--- src/rtl/seq_alu.sv ---
// rtl/seq_alu.sv - sequential ALU: single-cycle ops plus a multi-cycle restoring divider
// Accepts one operation per cycle in IDLE; a nonzero divide holds the block in DIV for DATA_WD cycles.
module seq_alu #(
  parameter int DATA_WD = 8,
  parameter int OUT_WD  = 2 * DATA_WD
) (
  input  logic                 CLK,
  input  logic                 RST,
  input  logic                 IN_VALID,
  output logic                 IN_READY,
  input  logic [DATA_WD-1:0]   A,
  input  logic [DATA_WD-1:0]   B,
  input  logic [3:0]           ALU_FUN,
  output logic [OUT_WD-1:0]    ALU_OUT,
  output logic                 OUT_VALID,
  output logic                 ZERO_FLAG,
  output logic                 DIV_ZERO
);

  localparam int CW = $clog2(DATA_WD);
  localparam logic [OUT_WD-1:0] ONE   = OUT_WD'(1);
  localparam logic [OUT_WD-1:0] TWO   = OUT_WD'(2);
  localparam logic [OUT_WD-1:0] THREE = OUT_WD'(3);
  localparam logic [CW-1:0]     LAST  = CW'(DATA_WD - 1);

  typedef enum logic {S_IDLE, S_DIV} state_t;

  state_t               r_state;
  logic [DATA_WD-1:0]   r_rem;
  logic [DATA_WD-1:0]   r_quo;
  logic [DATA_WD-1:0]   r_div;
  logic [CW-1:0]        r_cnt;

  logic                 w_accept;
  logic                 w_start_div;
  logic [OUT_WD-1:0]    w_a_ext;
  logic [OUT_WD-1:0]    w_b_ext;
  logic [OUT_WD-1:0]    w_result;
  logic [DATA_WD:0]     w_trial;
  logic [DATA_WD-1:0]   w_rem_nxt;
  logic [DATA_WD-1:0]   w_quo_nxt;
  logic [OUT_WD-1:0]    w_div_res;

  assign IN_READY    = (r_state == S_IDLE);
  assign w_accept    = IN_VALID && IN_READY;
  assign w_start_div = (ALU_FUN == 4'd3) && (B != '0);
  assign w_a_ext     = {{DATA_WD{1'b0}}, A};
  assign w_b_ext     = {{DATA_WD{1'b0}}, B};

  always_comb begin
    w_result = '0;
    case (ALU_FUN)
      4'd0:    w_result = w_a_ext + w_b_ext;
      4'd1:    w_result = w_a_ext - w_b_ext;
      4'd2:    w_result = w_a_ext * w_b_ext;
      4'd3:    w_result = '0;
      4'd4:    w_result = {{DATA_WD{1'b0}}, A & B};
      4'd5:    w_result = {{DATA_WD{1'b0}}, A | B};
      4'd6:    w_result = {{DATA_WD{1'b0}}, ~(A & B)};
      4'd7:    w_result = {{DATA_WD{1'b0}}, ~(A | B)};
      4'd8:    w_result = {{DATA_WD{1'b0}}, A ^ B};
      4'd9:    w_result = {{DATA_WD{1'b0}}, ~(A ^ B)};
      4'd10:   w_result = (A == B) ? ONE : '0;
      4'd11:   w_result = (A > B) ? TWO : '0;
      4'd12:   w_result = (A < B) ? THREE : '0;
      4'd13:   w_result = {{DATA_WD{1'b0}}, A >> 1};
      4'd14:   w_result = w_a_ext << 1;
      default: w_result = '0;
    endcase
  end

  // Restoring step: the remainder is always below the divisor, so the top bit of the trial is the borrow.
  assign w_trial = {r_rem, r_quo[DATA_WD-1]} - {1'b0, r_div};

  always_comb begin
    w_rem_nxt = w_trial[DATA_WD-1:0];
    w_quo_nxt = {r_quo[DATA_WD-2:0], 1'b1};
    if (w_trial[DATA_WD]) begin
      w_rem_nxt = {r_rem[DATA_WD-2:0], r_quo[DATA_WD-1]};
      w_quo_nxt = {r_quo[DATA_WD-2:0], 1'b0};
    end
  end

  assign w_div_res = {w_rem_nxt, w_quo_nxt};

  always_ff @(posedge CLK or negedge RST) begin
    if (!RST) begin
      r_state   <= S_IDLE;
      r_rem     <= '0;
      r_quo     <= '0;
      r_div     <= '0;
      r_cnt     <= '0;
      ALU_OUT   <= '0;
      OUT_VALID <= 1'b0;
      ZERO_FLAG <= 1'b0;
      DIV_ZERO  <= 1'b0;
    end else begin
      OUT_VALID <= 1'b0;
      case (r_state)
        S_IDLE: begin
          if (w_accept) begin
            if (w_start_div) begin
              r_rem   <= '0;
              r_quo   <= A;
              r_div   <= B;
              r_cnt   <= '0;
              r_state <= S_DIV;
            end else begin
              ALU_OUT   <= w_result;
              ZERO_FLAG <= (w_result == '0);
              DIV_ZERO  <= (ALU_FUN == 4'd3);
              OUT_VALID <= 1'b1;
            end
          end
        end
        S_DIV: begin
          r_rem <= w_rem_nxt;
          r_quo <= w_quo_nxt;
          r_cnt <= r_cnt + 1'b1;
          if (r_cnt == LAST) begin
            ALU_OUT   <= w_div_res;
            ZERO_FLAG <= (w_div_res == '0);
            DIV_ZERO  <= 1'b0;
            OUT_VALID <= 1'b1;
            r_state   <= S_IDLE;
          end
        end
        default: r_state <= S_IDLE;
      endcase
    end
  end

endmodule

--- config.mk ---
export PLATFORM = sky130hd
export DESIGN_NAME = seq_alu
export DESIGN_NICKNAME = d
export VERILOG_FILES = /design/src/rtl/seq_alu.sv
export SDC_FILE = /design/constraint.sdc
export NUM_CORES = 1
export LEC_CHECK = 0
export ABC_AREA = 1
export BUFFER_PORTS_ARGS = -buffer_cell sky130_fd_sc_hd__buf_2
export CORE_MARGIN = 2
export CORE_UTILIZATION = 45
export CTS_CLUSTER_SIZE = 28
export DETAILED_ROUTE_END_ITERATION = 12
export PLACE_DENSITY_LB_ADDON = 0.15
export SLEW_MARGIN = 20
export SYNTH_ARGS = -nofsm -noshare
export SYNTH_HDL_FRONTEND = slang
export SYNTH_SLANG_ARGS = --single-unit
--- constraint.sdc ---
create_clock -name CLK -period 2.09 [get_ports CLK]
set_input_delay 0.418 -clock CLK [delete_from_list [all_inputs] [get_ports CLK]]
set_output_delay 0.418 -clock CLK [all_outputs]
set_load 0.005 [all_outputs]
=== Word level (Yosys, flattened, before mapping) ===
Cells that the tools add are included.
Widths: inputs -> output; s select.

* Memory bits (read-only): 0
* Memories: 0
* Input bits: 23
* Output and inout bits: 20
* Register bits after elaboration: 47
* RAM bits: 0
* Latch bits: 0

* Equal/unequal tests: 20
* Divide/modulo/power cells: 0
* Muxes and demuxes: 35
* Multipliers: 1
* Reductions and logical operators: 9
* Shift-type cells: 0
* $add $sub $neg: 4
* Bitwise logic cells: 7
* $lt $le $gt $ge: 2

{| class="wikitable"
|+ Operators by type and width
! kind !! count
|-
| $pmux 16 s14 || 1
|-
| $mux 16 || 3
|-
| $mux 8 || 5
|-
| $logic_not 16->1 || 2
|-
| $pmux 16 s2 || 1
|-
| $pmux 8 s2 || 2
|-
| $eq 4x4->1 const B || 7
|-
| $not 8->8 || 3
|-
| $eq 4x3->1 const B || 4
|-
| $mul 8x8->16 || 1
|-
| $mux 1 || 14
|-
| $add 8x8->9 || 1
|-
| $sub 8x8->9 || 1
|-
| $sub 9x8->9 || 1
|-
| $and 8x8->8 || 1
|-
| $eq 4x2->1 const B || 2
|-
| $eq 8x8->1 || 1
|-
| $gt 8x8->1 || 1
|-
| $lt 8x8->1 || 1
|-
| $or 8x8->8 || 1
|-
| $pmux 1 s2 || 4
|-
| $reduce_bool 8->1 || 1
|-
| $xor 8x8->8 || 1
|-
| $mux 3 || 2
|-
| other kinds (12) || 17
|}

=== Logic depth before layout (Yosys ltp) ===
* Depth in word-level cells: 7
* Mapped depth: 28

=== Worst setup path after synthesis ===
Ideal clock, no wire load.

* Path kind: in2reg
* Start point: input port B[2]
* End point: register ZERO_FLAG
* Arrival: 4202 ps
* Buffers on the path: 1
* Data required time: 2025 ps
* Stages on the path: 23
* Setup slack: -2177 ps
* Path through: clkbuf_1 nand2_1 fa_1 fa_1 inv_1 fa_1 inv_1 fa_1 inv_1 ha_1 nand2_1 nor2_1 nand2_1 nand2_1 a21oi_1 or2_2 nand2_1 nand2_1 inv_1 nand3_1 nand2_1 nand2_1 nand2_1

* Cells in the longest elaborated chain, start to end: 7
* Elaborated cells between the ends (all ways): 24
* Classes of those cells: add/sub (2); mul (1); order compare (2); eq/ne (2); mux (7); bitwise (6); reduce/logical (4)

{| class="wikitable"
|+ RTL lines
! what !! line !! text
|-
| from (decl) || 12 || <nowiki>input logic [DATA_WD-1:0] B,</nowiki>
|-
| branches (longest 7 deep; another with $mul 8x8->16) || -- ||
|-
| to (signal assigned) || 110 || <nowiki>ZERO_FLAG <= (w_result == '0);</nowiki>
|-
| to (signal assigned) || 122 || <nowiki>ZERO_FLAG <= (w_div_res == '0);</nowiki>
|-
| to (decl) || 16 || <nowiki>output logic ZERO_FLAG,</nowiki>
|}

Several ways; the timed one is not identified. The select of a mux whose other input is x is not followed.
A chain may end at the register's enable or synchronous reset.

=== Final worst setup path ===
* Start point: input port B[4]
* End point: register ALU_OUT[7]

* Cells in the longest elaborated chain, start to end: 5
* Elaborated cells between the ends (all ways): 11
* Classes of those cells: add/sub (2); mul (1); eq/ne (1); mux (4); reduce/logical (3)

{| class="wikitable"
|+ RTL lines
! what !! line !! text
|-
| $mul 8x8->16, or another cell as far along || 55 || <nowiki>4'd2: w_result = w_a_ext * w_b_ext;</nowiki>
|-
| $pmux 16 s14 || 52 || <nowiki>case (ALU_FUN)</nowiki>
|-
| $mux 16 || 102 || <nowiki>if (w_start_div) begin</nowiki>
|-
| $mux 16 || 101 || <nowiki>if (w_accept) begin</nowiki>
|-
| $pmux 16 s2 || 99 || <nowiki>case (r_state)</nowiki>
|-
| to (signal assigned) || 109 || <nowiki>ALU_OUT <= w_result;</nowiki>
|-
| to (signal assigned) || 121 || <nowiki>ALU_OUT <= w_div_res;</nowiki>
|-
| to (decl) || 14 || <nowiki>output logic [OUT_WD-1:0] ALU_OUT,</nowiki>
|}

Parallel ways exist; a longest one is shown, timed or not. The select of a mux whose other input is x is not followed.

==> results.toml <==
[outcome]
status = "complete, but fails checks"
violations = "setup timing"

[routing]
drtAntennaViolNets = 0
dr_total_vias = 7517
drc = 0
drt_wl_total_um = 23400
routedWlPerCell_um = 16.1
dr.pass1.iters = 5
vias_per_cell = 5.17
drtIter0Drc = 513

[power]
sequentialPowerShare = 0.140
p_int_uw = 5980
p_sw_uw = 5500
combPwrFrac = 0.778
power_leakage_uw = 0.00551
pwr-share-clk = 0.082
p_per_area_mw_per_mm2 = 1120
peakVddDrop_v = 0.000709
swShare = 0.479

[clocking]
cts-buffers-inserted = 5
cts-hold-fix-buffers = 0
clk_pin_slew_ns = 0.07
cts.sinks = 47
cts_htree_levels = 2
clk_latency_ns = 0.29
cts_root_buffer = "clkbuf_16"
cts_buffer_depth = 2
cts_tree = "built"

[yosys]
ys_seq_area_frac = 0.177
synth_common_cells = "294 x nand2_1, 207 x inv_1, 100 x nor2_1, 89 x nand3_1, 70 x ha_1"
ys_types = 41
synthFlopType = "dfrtp_1"
ys_ff_latch = 47
synth.top_cell.area_share = 0.177
syn_nets = 1166
synth_edf_count = 0
async_reset_ff_frac = 1.00
yosysMostFrequentCell = "nand2_1"
syn_area_mm2 = 0.00664
ys_warn_count = 0
syn_inst = 1034
syn_area_per_cell_um2 = 6.42
synth_top_area_cell = "dfrtp_1"
synth_area_leaders = "dfrtp_1 18%, nand2_1 17%, ha_1 13%"

[placed_design]
io_buffer_count = 42
hpwl_um = 18100
dp_slack_ns = -2.33
dp.cells = 1420
gp_congestion = 0.975

[grt]
grt_max_degree = 48
grt_pass1_wl_um = 36500
antenna_found_initial = 0
grt_util_all_layers = 0.288
grt_overflow_total = 0
grt_pass1_vias = 7427

[critical_path]
end_kind = "register"
cpLargestDelayFamily = "adder cells"
critPathLaunch = "B[4]"
endpoint = "ALU_OUT[7]"
crit_buf_inv = 8
timing.rr.end = "ZERO_FLAG"
crit_type = "primary input to register"
worst-path-max-fanout = 5
path_cells = "buf_12 > buf_8 > nand2_4 > inv_2 > fa_2 > fa_1 > inv_1 > fa_1 > fa_1 > inv_2 > ha_4 > buf_6 > nand3_4 > nand3_4 > xnor2_2 > nor2_1 > nor2_1 > nand2_1 > nor2_4 > buf_6 > buf_6 > a21oi_2 > nand2_1 > nand2_1"
r2r_cells = 18
critPathArrivalTime_ns = 4.14
cpPeakStageDelay_ns = 0.51
cp_data_required_time_ns = 2.27
rrSetupSlack_ns = -0.27
r2r_start = "r_quo[7]"
startpoint_type = "primary input"
crit_cells = 24
cp_slowest_cell = "fa_1"

[floorplan]
die_y_um = 125
die_area_mm2 = 0.0157
coreArea_mm2 = 0.0145
num_rows = 44
start_util = 0.458
die_x_um = 125
io_pins = 43

[timing]
tns_ns = -22.35
maxSlewViolCount = 0
post-route-period-util = 1.90
rsz0062_at_grt = "true"
final_hold_viol_count = 0
setup_slack_ns = -1.87
worstMarginPinSlew_ns = 0.605
max_slew_margin = 0.597
skew_ns = 0.00800
period_needed_ns = 3.96
fmax_ghz = 0.252
finalSetupViolCount = 22

[layout]
nNetsFinal = 1401
n_antenna_cell = 0
drive_gt1_frac = 0.391
area_delta_synth_final_pct = 54.0
fin_util = 0.706
final_cell_count_no_fill = 1454

[hold_path]
worstHoldPathType = "primary input to async pin"

[run]
maxCapViolations = 0
-- worst register-to-register path, delay by kind of cell, from the launching register on --
kind	cells	cell delay, ns
buffers and inverters	3	0.27
adder cells (fa/ha/maj)	2	0.52
AND/OR/NAND/NOR	13	1.13
flip-flops	1	0.37
-- power groups by stage --
stage | Combinational [µW] | Clock [µW] | Sequential (µW)
global placement | 6240 | 0 | 1580
finish | 8940 | 946 | 1600
CTS | 7180 | 959 | 1590
global route | 9700 | 995 | 1650
floorplan | 4000 | 0 | 1570
detailed placement | 6330 | 0 | 1590
-- metrics by stage --
stage               cell area [µm²]  power, µW  hold slack (ns)
floorplan                      7010       5570            0.122
CTS                            9570       9720            0.236
global placement               8570       7820            0.477
detailed placement             8570       7930            0.481
global route                  10200      12300            0.264
finish                        10200      11500            0.208
-- kinds of logic after synthesis --
kind of cell,Yosys count,share of synthesized area
AOI/OAI and AO/OA,103,0.0879
xor gates and xnor gates,10,0.0132
adders and majority gates,109,0.250
buffers and inverters,245,0.145
DFF,47,0.177
and+or+nand+nor,520,0.327
-- placed cells by master (no fill, tap or decap), drive strengths merged --
cell type	netlist	layout
a21boi	1	1
a21o	2	2
a21oi	38	38
a221oi	1	1
a22o	2	2
a31oi	7	7
a32o	1	1
buf	12	259
bufinv	0	1
clkbuf	21	7
dfrtp	47	47
fa	39	39
ha	70	70
inv	211	213
nand2	296	297
nand3	91	91
nand3b	4	4
nand4	16	16
nor2	104	104
nor3	3	3
nor4	3	3
o211ai	5	5
o21ai	40	40
o21bai	2	2
o221ai	2	2
o22ai	2	2
or2	3	3
xnor2	5	5
xor2	5	5
-- area by class of cell --
type / instances / area [µm²]
clock inverters: 2 / 38.8
inverters: 212 / 808
repair buffers: 260 / 2220
flip-flops and latches: 47 / 1180
well taps: 184 / 230
multi-input cells: 743 / 5610
clock buffers: 6 / 139
fillers: 1187 / 4260
-- routing by layer --
metal | GRT usage | part of all wire | up-vias | wire length, µm
li1 | - | - | 3674 | -
met1 | 0.387 | 0.43 | 3531 | 10100
met2 | 0.485 | 0.48 | 251 | 11200
met3 | 0.0312 | 0.047 | 61 | 1090
met4 | 0.0967 | 0.038 | 0 | 895
met5 | 0 | 0 | - | 0
-- repair_timing --
action                     CTS  global route
gates resized for setup    179           159
setup endpoints to repair   26            26
pin swaps                   74           106
gates cloned                 1             0
buffers inserted            24            14
-- state kept, by name, summed over array words and instances (netlist names) --
register	flops
r_state	1
ZERO_FLAG	1
r_cnt	3
OUT_VALID	1
ALU_OUT	16
DIV_ZERO	1
r_div	8
r_quo	8
r_rem	8
-- how the worst min path moves through the flow --
stage,to
global route,r_rem[7]
global placement,ALU_OUT[2]
CTS,r_rem[7]
floorplan,ALU_OUT[0]
finish,ALU_OUT[15]
detailed placement,r_cnt[0]
No activity file was read; power rests on OpenSTA's default activity.
